**src/rtl/intdiv_seq.sv**
```systemverilog
// Sequential signed divider, non-restoring, one quotient digit per cycle.
// Ports: clk, rst (sync, active-high), start, dividend, divisor in;
//   busy, done (1-cycle pulse), quot, rem, ovf, dbz out (all registered).
module intdiv_seq #(
  parameter int WIDTH = 5
) (
  input  logic             clk,
  input  logic             rst,
  input  logic             start,
  input  logic [WIDTH-1:0] dividend,
  input  logic [WIDTH-1:0] divisor,
  output logic             busy,
  output logic             done,
  output logic [WIDTH-1:0] quot,
  output logic [WIDTH-1:0] rem,
  output logic             ovf,
  output logic             dbz
);

  localparam int CW = (WIDTH > 1) ? $clog2(WIDTH) : 1;
  localparam int RW = WIDTH + 2;

  typedef enum logic [1:0] {
    IDLE,
    ITER,
    CONV
  } state_t;

  state_t           state_q;
  logic [WIDTH-1:0] a_q;
  logic [WIDTH-1:0] b_q;
  logic [WIDTH-1:0] dvd_q;
  logic             sa_q;
  logic             sb_q;
  logic             zdiv_q;
  logic [WIDTH-1:0] p_q;
  logic [WIDTH-1:0] n_q;
  logic [RW-1:0]    r_q;
  logic [CW-1:0]    cnt_q;
  logic             busy_q;
  logic             done_q;
  logic [WIDTH-1:0] quot_q;
  logic [WIDTH-1:0] rem_q;
  logic             ovf_q;
  logic             dbz_q;

  logic [WIDTH-1:0] a_abs_d;
  logic [WIDTH-1:0] b_abs_d;
  logic [RW-1:0]    b_ext;
  logic [RW-1:0]    r_sh_d;
  logic [RW-1:0]    r_d;
  logic             corr;
  logic [RW-1:0]    r_fix_d;
  logic [WIDTH:0]   pn_d;
  logic [WIDTH:0]   np_d;
  logic [WIDTH:0]   corr_ext;
  logic [WIDTH:0]   q_d;
  logic [WIDTH-1:0] rmag_d;
  logic [WIDTH-1:0] rem_d;
  logic             ovf_d;

  // Magnitudes as unsigned; most-negative maps to 2^(WIDTH-1).
  assign a_abs_d = dividend[WIDTH-1] ? -dividend : dividend;
  assign b_abs_d = divisor[WIDTH-1]  ? -divisor  : divisor;

  assign b_ext  = {2'b00, b_q};
  assign r_sh_d = {r_q[RW-2:0], a_q[cnt_q]};
  assign r_d    = r_q[RW-1] ? r_sh_d + b_ext
                            : r_sh_d - b_ext;

  assign corr    = r_q[RW-1];
  assign r_fix_d = corr ? r_q + b_ext : r_q;
  assign rmag_d  = r_fix_d[WIDTH-1:0];
  assign rem_d   = sa_q ? -rmag_d : rmag_d;

  // Negative results use N-P so the correction becomes +1.
  assign pn_d     = {1'b0, p_q} - {1'b0, n_q};
  assign np_d     = {1'b0, n_q} - {1'b0, p_q};
  assign corr_ext = {{WIDTH{1'b0}}, corr};
  assign q_d      = (sa_q ^ sb_q) ? np_d + corr_ext
                                  : pn_d - corr_ext;
  assign ovf_d    = q_d[WIDTH] ^ q_d[WIDTH-1];

  always_ff @(posedge clk) begin
    if (rst) begin
      state_q <= IDLE;
      a_q     <= '0;
      b_q     <= '0;
      dvd_q   <= '0;
      sa_q    <= 1'b0;
      sb_q    <= 1'b0;
      zdiv_q  <= 1'b0;
      p_q     <= '0;
      n_q     <= '0;
      r_q     <= '0;
      cnt_q   <= '0;
      busy_q  <= 1'b0;
      done_q  <= 1'b0;
      quot_q  <= '0;
      rem_q   <= '0;
      ovf_q   <= 1'b0;
      dbz_q   <= 1'b0;
    end else begin
      unique case (state_q)
        IDLE: begin
          done_q <= 1'b0;
          if (start) begin
            a_q    <= a_abs_d;
            b_q    <= b_abs_d;
            dvd_q  <= dividend;
            sa_q   <= dividend[WIDTH-1];
            sb_q   <= divisor[WIDTH-1];
            zdiv_q <= (divisor == '0);
            p_q    <= '0;
            n_q    <= '0;
            r_q    <= '0;
            cnt_q  <= CW'(WIDTH - 1);
            busy_q <= 1'b1;
            state_q <= (divisor == '0) ? CONV : ITER;
          end
        end
        ITER: begin
          r_q <= r_d;
          if (r_q[RW-1]) n_q[cnt_q] <= 1'b1;
          else           p_q[cnt_q] <= 1'b1;
          if (cnt_q == '0) state_q <= CONV;
          else             cnt_q   <= cnt_q - 1'b1;
        end
        CONV: begin
          if (zdiv_q) begin
            quot_q <= '1;
            rem_q  <= dvd_q;
            ovf_q  <= 1'b0;
            dbz_q  <= 1'b1;
          end else begin
            quot_q <= q_d[WIDTH-1:0];
            rem_q  <= rem_d;
            ovf_q  <= ovf_d;
            dbz_q  <= 1'b0;
          end
          busy_q  <= 1'b0;
          done_q  <= 1'b1;
          state_q <= IDLE;
        end
        default: state_q <= IDLE;
      endcase
    end
  end

  assign busy = busy_q;
  assign done = done_q;
  assign quot = quot_q;
  assign rem  = rem_q;
  assign ovf  = ovf_q;
  assign dbz  = dbz_q;

endmodule

```
**config.mk**
```make
export PLATFORM = sky130hd
export DESIGN_NAME = intdiv_seq
export DESIGN_NICKNAME = d
export VERILOG_FILES = /design/src/rtl/intdiv_seq.sv
export SDC_FILE = /design/constraint.sdc
export NUM_CORES = 1
export LEC_CHECK = 0
export ABC_AREA = 1
export ABC_CLOCK_PERIOD_IN_PS = 4710
export CORE_UTILIZATION = 45
export DETAILED_ROUTE_END_ITERATION = 7
export HOLD_SLACK_MARGIN = 0.03
export PLACE_DENSITY = 0.66
export SYNTH_ARGS = -nofsm -noshare
export SYNTH_HDL_FRONTEND = slang
export SYNTH_SLANG_ARGS = --single-unit
export TNS_END_PERCENT = 30
```
**constraint.sdc**
```tcl
create_clock -name clk -period 4.71 [get_ports clk]
set_input_delay 1.1775 -clock clk [delete_from_list [all_inputs] [get_ports clk]]
set_output_delay 1.1775 -clock clk [all_outputs]
set_load 0.01 [all_outputs]
```
**Word-level counts from Yosys, hierarchy flattened**

Cells that the tools add are included.
Widths: inputs -> output; s select.

- Equality and inequality tests: 7
- $lt $le $gt $ge: 2
- Reductions and logical operators: 13
- Bitwise operators: 4
- Add/subtract/negate cells: 11
- Mux-type cells: 31

Operators with widths:

| operator | number |
|---|---|
| $mux 5 | 9 |
| $pmux 5 s2 | 2 |
| $neg 5->5 | 3 |
| $mux 7 | 2 |
| $pmux 7 s2 | 1 |
| $sub 5x5->6 | 2 |
| $ne 2x2->1 const B | 5 |
| $or 5x5->5 | 2 |
| $reduce_and 3->1 | 3 |
| $reduce_and 2->1 | 4 |
| $add 7x5->7 | 1 |
| $sub 7x5->7 | 1 |
| $add 6x1->6 | 1 |
| $mux 2 | 3 |
| $mux 3 | 2 |
| $mux 6 | 1 |
| $pmux 3 s2 | 1 |
| $sub 6x1->6 | 1 |
| $add 5x5->5 | 1 |
| $logic_not 5->1 | 1 |
| $mux 1 | 5 |
| $lt 3x4->1 const B | 1 |
| $pmux 1 s2 | 2 |
| $pmux 2 s2 | 1 |
| other kinds (11) | 13 |

- Output and inout bits: 14
- Input bits: 13
- Bits in registers: 54
- Logic and storage cells: 85

**Depth between registers and ports, before layout**

- Depth in word-level cells: 7
- Mapped depth: 16
- Gate-level depth less buffers: 16

**Worst setup path after synthesis**

Ideal clock, no wire load.

- Path type: register to register
- Start point: reg r_q[6]
- End point: reg ovf_q (netlist: ovf)
- Clock period less this slack: 2.112 ns
- Cell stages (with the launch flop): 16
- Library setup time: 0.131 ns
- Slack: 2.598 ns
- Required time: 4.579 ns
- Buffers on the path: 0
- Arrival: 1.981 ns
- Cell sequence: dfxtp_1 inv_2 ha_1 inv_1 ha_1 fa_1 nand3_1 nand2_1 nand2_1 nand3_2 nand2_2 nand2_2 nand2_1 nand2_1 nand3_2 a21oi_2

- Longest elaborated chain between the ends: 4
- Elaborated cells between the ends (all ways): 5
- Those cells by class: 2 x add/sub; 2 x mux; 1 x bitwise

Ends and longest elaborated chain:

| element | RTL line | source |
|---|---|---|
| start: declaration | 38 | `logic [RW-1:0] r_q;` |
| start signal: assignment | 123 | `r_q <= r_d;` |
| $sub 6x1->6 / $add 6x1->6 (equally long branches) | 81, 80 |  |
| $mux 6 (*) | 80 | `assign q_d = (sa_q ^ sb_q) ? np_d + corr_ext` |
| $xor 1x1->1 (*) | 82 | `assign ovf_d = q_d[WIDTH] ^ q_d[WIDTH-1];` |
| $mux 1 (*) | 130 | `if (zdiv_q) begin` |
| end signal: assignment | 138 | `ovf_q <= ovf_d;` |
| end: declaration | 44 | `logic ovf_q;` |

Mark *: on every way between the ends. The rest lies on a longest branch, timed or not.
A chain may end at the register's enable or synchronous reset.

==> metrics.csv <==
stage;metric;value;unit
synthesis;synth_edf_count;0;
synthesis;yosys.cell_types.count;39;
status;status;finished, final reports clean;
min_path;whs_path_depth;2;
pwr;peakVddDrop;128.2;uV
die;initial_utilization;0.4782;
pwr;powerDensity;303.6;mW/mm2
timing;setup_violations;0;
grt;grtUsageTotal;0.2150;
die;rows;30;
route;wl_per_cell;13.06;um
synthesis;yosys_register_bits;52;
timing;hold_viol_final;0;
setup_path;worstRegToRegCells;15;
grt;grt_pass1_vias;2801;
die;die_area;0.007726;mm2
placement;portBuffers;26;
synthesis;synth_most_common_cell;nand2_1;
grt;grt_pass1_wl;12.92;mm
min_path;hold_end;rem[3]$_SDFFE_PP0P_;
min_path;hp-class;reg2reg;
die;fp.dieW;87.90;um
setup_path;arrival;3.12;ns
min_path;hold_path_startpoint;rem[3]$_SDFFE_PP0P_;
setup_path;r2r_slack;1.90;ns
route;drt_iter0_markers;149;
grt;grt_max_degree;22;
cts;clock_insertion_delay_worst_skew;0.32;ns
die;die_y;87.90;um
timing;setup_tns;0;ns
placement;gp_congestion;0.8087;
cells_and_area;seq_area;0.001041;mm2
cells_and_area;final_cell_area;0.003796;mm2
cts;cts_made_buffers;5;
cells_and_area;final_nets;530;
timing;final.period_utilization;0.6139;
job;maxCapViolCount;0;
cts;cts_tree;done;
route;dr_total_vias;2961;
die;io_pins;27;
timing;finalClockSkew;0.01211;ns
cts;cts_root_buf;clkbuf_8;
synthesis;synthesis.area;0.003321;mm2
route;dr.pass1.iters;4;
die;core_region_area;0.006944;mm2
synthesis;netlist.top_cell.by_area;dfxtp_1;
timing;fmax;345.9;MHz
setup_path;required;4.94;ns
route;drc;0;
grt;antenna_found_initial;0;
placement;dpl_cell_area;0.003670;mm2
synthesis;ys_seq_area_frac;0.3135;
placement;hpwl;5.773;mm
route;routed_wl;7.522;mm
setup_path;worstReg2RegStart;r_q[6]$_SDFFE_PP0P_;
synthesis;synthArstFlopShare;0;
timing;rsz0062_at_grt;no;
grt;grt_remaining_overflow;0;
cells_and_area;multi_input_area;0.001994;mm2
synthesis;synth_commonest_cells;93 x nand2_1, 56 x inv_1, 52 x dfxtp_1, 47 x a21oi_1;
synthesis;synthFlopType;dfxtp_1;
timing;relSlewSlack;0.5916;
cts;postCtsHoldBufs;0;
timing;fin_crit;2.891;ns
setup_path;critical_path_class;in2reg;
synthesis;avgSynthCellArea;7.330;um2
pwr;p_leak;1.742;nW
cells_and_area;fill_cells;687;
setup_path;worst_r2r_endpoint;ovf$_SDFFE_PP0P_;
cells_and_area;area_delta_synth_final;14.32;%
synthesis;synth.top_cell.area_share;0.3135;
cells_and_area;num_antenna_cells;0;
cts;cts.sink_count;52;
cells_and_area;drive_gt1_frac;0.09167;
synthesis;yosys_warnings;0;
route;vias_per_cell;5.141;
setup_path;cp-start-kind;input port;
synthesis;syn-num-nets;504;
cts;cts_setup_buffers;0;
cts;cts_repair_resize_count;0;
synthesis;synth.area.top_cells;dfxtp_1 31%, ha_1 12%, nand2_1 11%;
synthesis;syn-instance-count;453;
timing;slew_violations;0;
timing;tightest_slew;0.6119;ns
route;ant_nets;0;
cts;htree_levels;2;
cts;clkTransAtPathRegs;0.10;ns
setup_path;endpoint_kind;flip-flop;
cts;cts_buffer_depth;2;
setup_path;path_max_fanout;21;
## worst max-delay path by stage
stage / cells past startpoint / end / slack [ns] / from
final: 5 / b_q[1]$_SDFFE_PP0P_ / 1.82 / rst
after global routing: 15 / ovf$_SDFFE_PP0P_ / 1.65 / r_q[6]$_SDFFE_PP0P_
after CTS: 5 / b_q[1]$_SDFFE_PP0P_ / 1.86 / rst
after detailed placement: 5 / dvd_q[1]$_SDFFE_PP0P_ / 1.55 / rst
after global placement: 5 / zdiv_q$_SDFFE_PP0P_ / 1.59 / rst
after floorplan: 15 / ovf$_SDFFE_PP0P_ / 2.60 / r_q[6]$_SDFFE_PP0P_
## placed cells by master (no fill, tap or decap), types with 7 or more instances in the layout
cell and instances:
nand2_1 93, inv_1 56, dfxtp_1 52, a21oi_1 47, nand3_1 33, ha_1 33, o21ai_0 27, clkdlybuf4s50_1 26
nor2_1 20, inv_2 8, xor2_1 8, o22ai_1 8, nor3_1 7, clkbuf_8 7
## critical path, stage by stage
cell	delay [ns]
clkdlybuf4s50_1	0.39
buf_4	0.21
inv_1	0.48
nand2_1	0.52
o22ai_1	0.33
## per-stage QoR
stage	utilization	power (mW)	setup WS, ns	cells	hold WS [ns]
after floorplan	-	0.7383	2.598	453	0.4407
final	0.5467	1.153	1.819	576	0.4681
after global placement	0.5285	0.8110	1.591	568	0.4537
after detailed placement	0.5285	0.8201	1.545	568	0.4568
after global routing	0.5467	1.228	1.647	576	0.4898
after CTS	0.5467	1.159	1.857	576	0.4712
## state kept, by name, summed over array words and instances (netlist names), 2 cells and up
name / cells
state_q: 2
dvd_q: 4
quot: 5
b_q: 5
cnt_q: 3
a_q: 5
rem: 5
n_q: 5
r_q: 7
p_q: 5
## kinds of logic after synthesis
logic type                 count (synthesis)  share of synthesized area
AOI/OAI and AO/OA                        102                     0.1733
xor gates and xnor gates                  10                    0.02638
adders and majority gates                 38                     0.1545
buffers and inverters                     73                    0.08591
DFF                                       52                     0.3135
and+or+nand+nor                          178                     0.2464
## power by group
| group | leakage (nW) | total (mW) | internal [mW] | switching (mW) |
|---|---|---|---|---|
| registers | 0.424 | 0.495 | 0.467 | 0.0286 |
| clock network | 0.0645 | 0.340 | 0.188 | 0.152 |
| logic | 1.25 | 0.317 | 0.127 | 0.190 |
| total | 1.74 | 1.15 | 0.781 | 0.371 |
## metal layers
layer / global-route usage / up-vias / wire, um
met5: 0 / - / 0
met1: 0.2950 / 1322 / 3781
met2: 0.3404 / 75 / 3324
met4: 0.07601 / 0 / 72
met3: 0.03582 / 6 / 343
li1: - / 1558 / -
## final cells by class
cell class | count | share of cell area
clock inverter | 1 | 0.007910
timing repair buffer | 27 | 0.07053
tap | 96 | 0.03164
multi-input combinational | 328 | 0.5254
sequential | 52 | 0.2742
inverter | 65 | 0.06493
clock buffer | 7 | 0.02538
No activity file was read; power rests on OpenSTA's default activity.
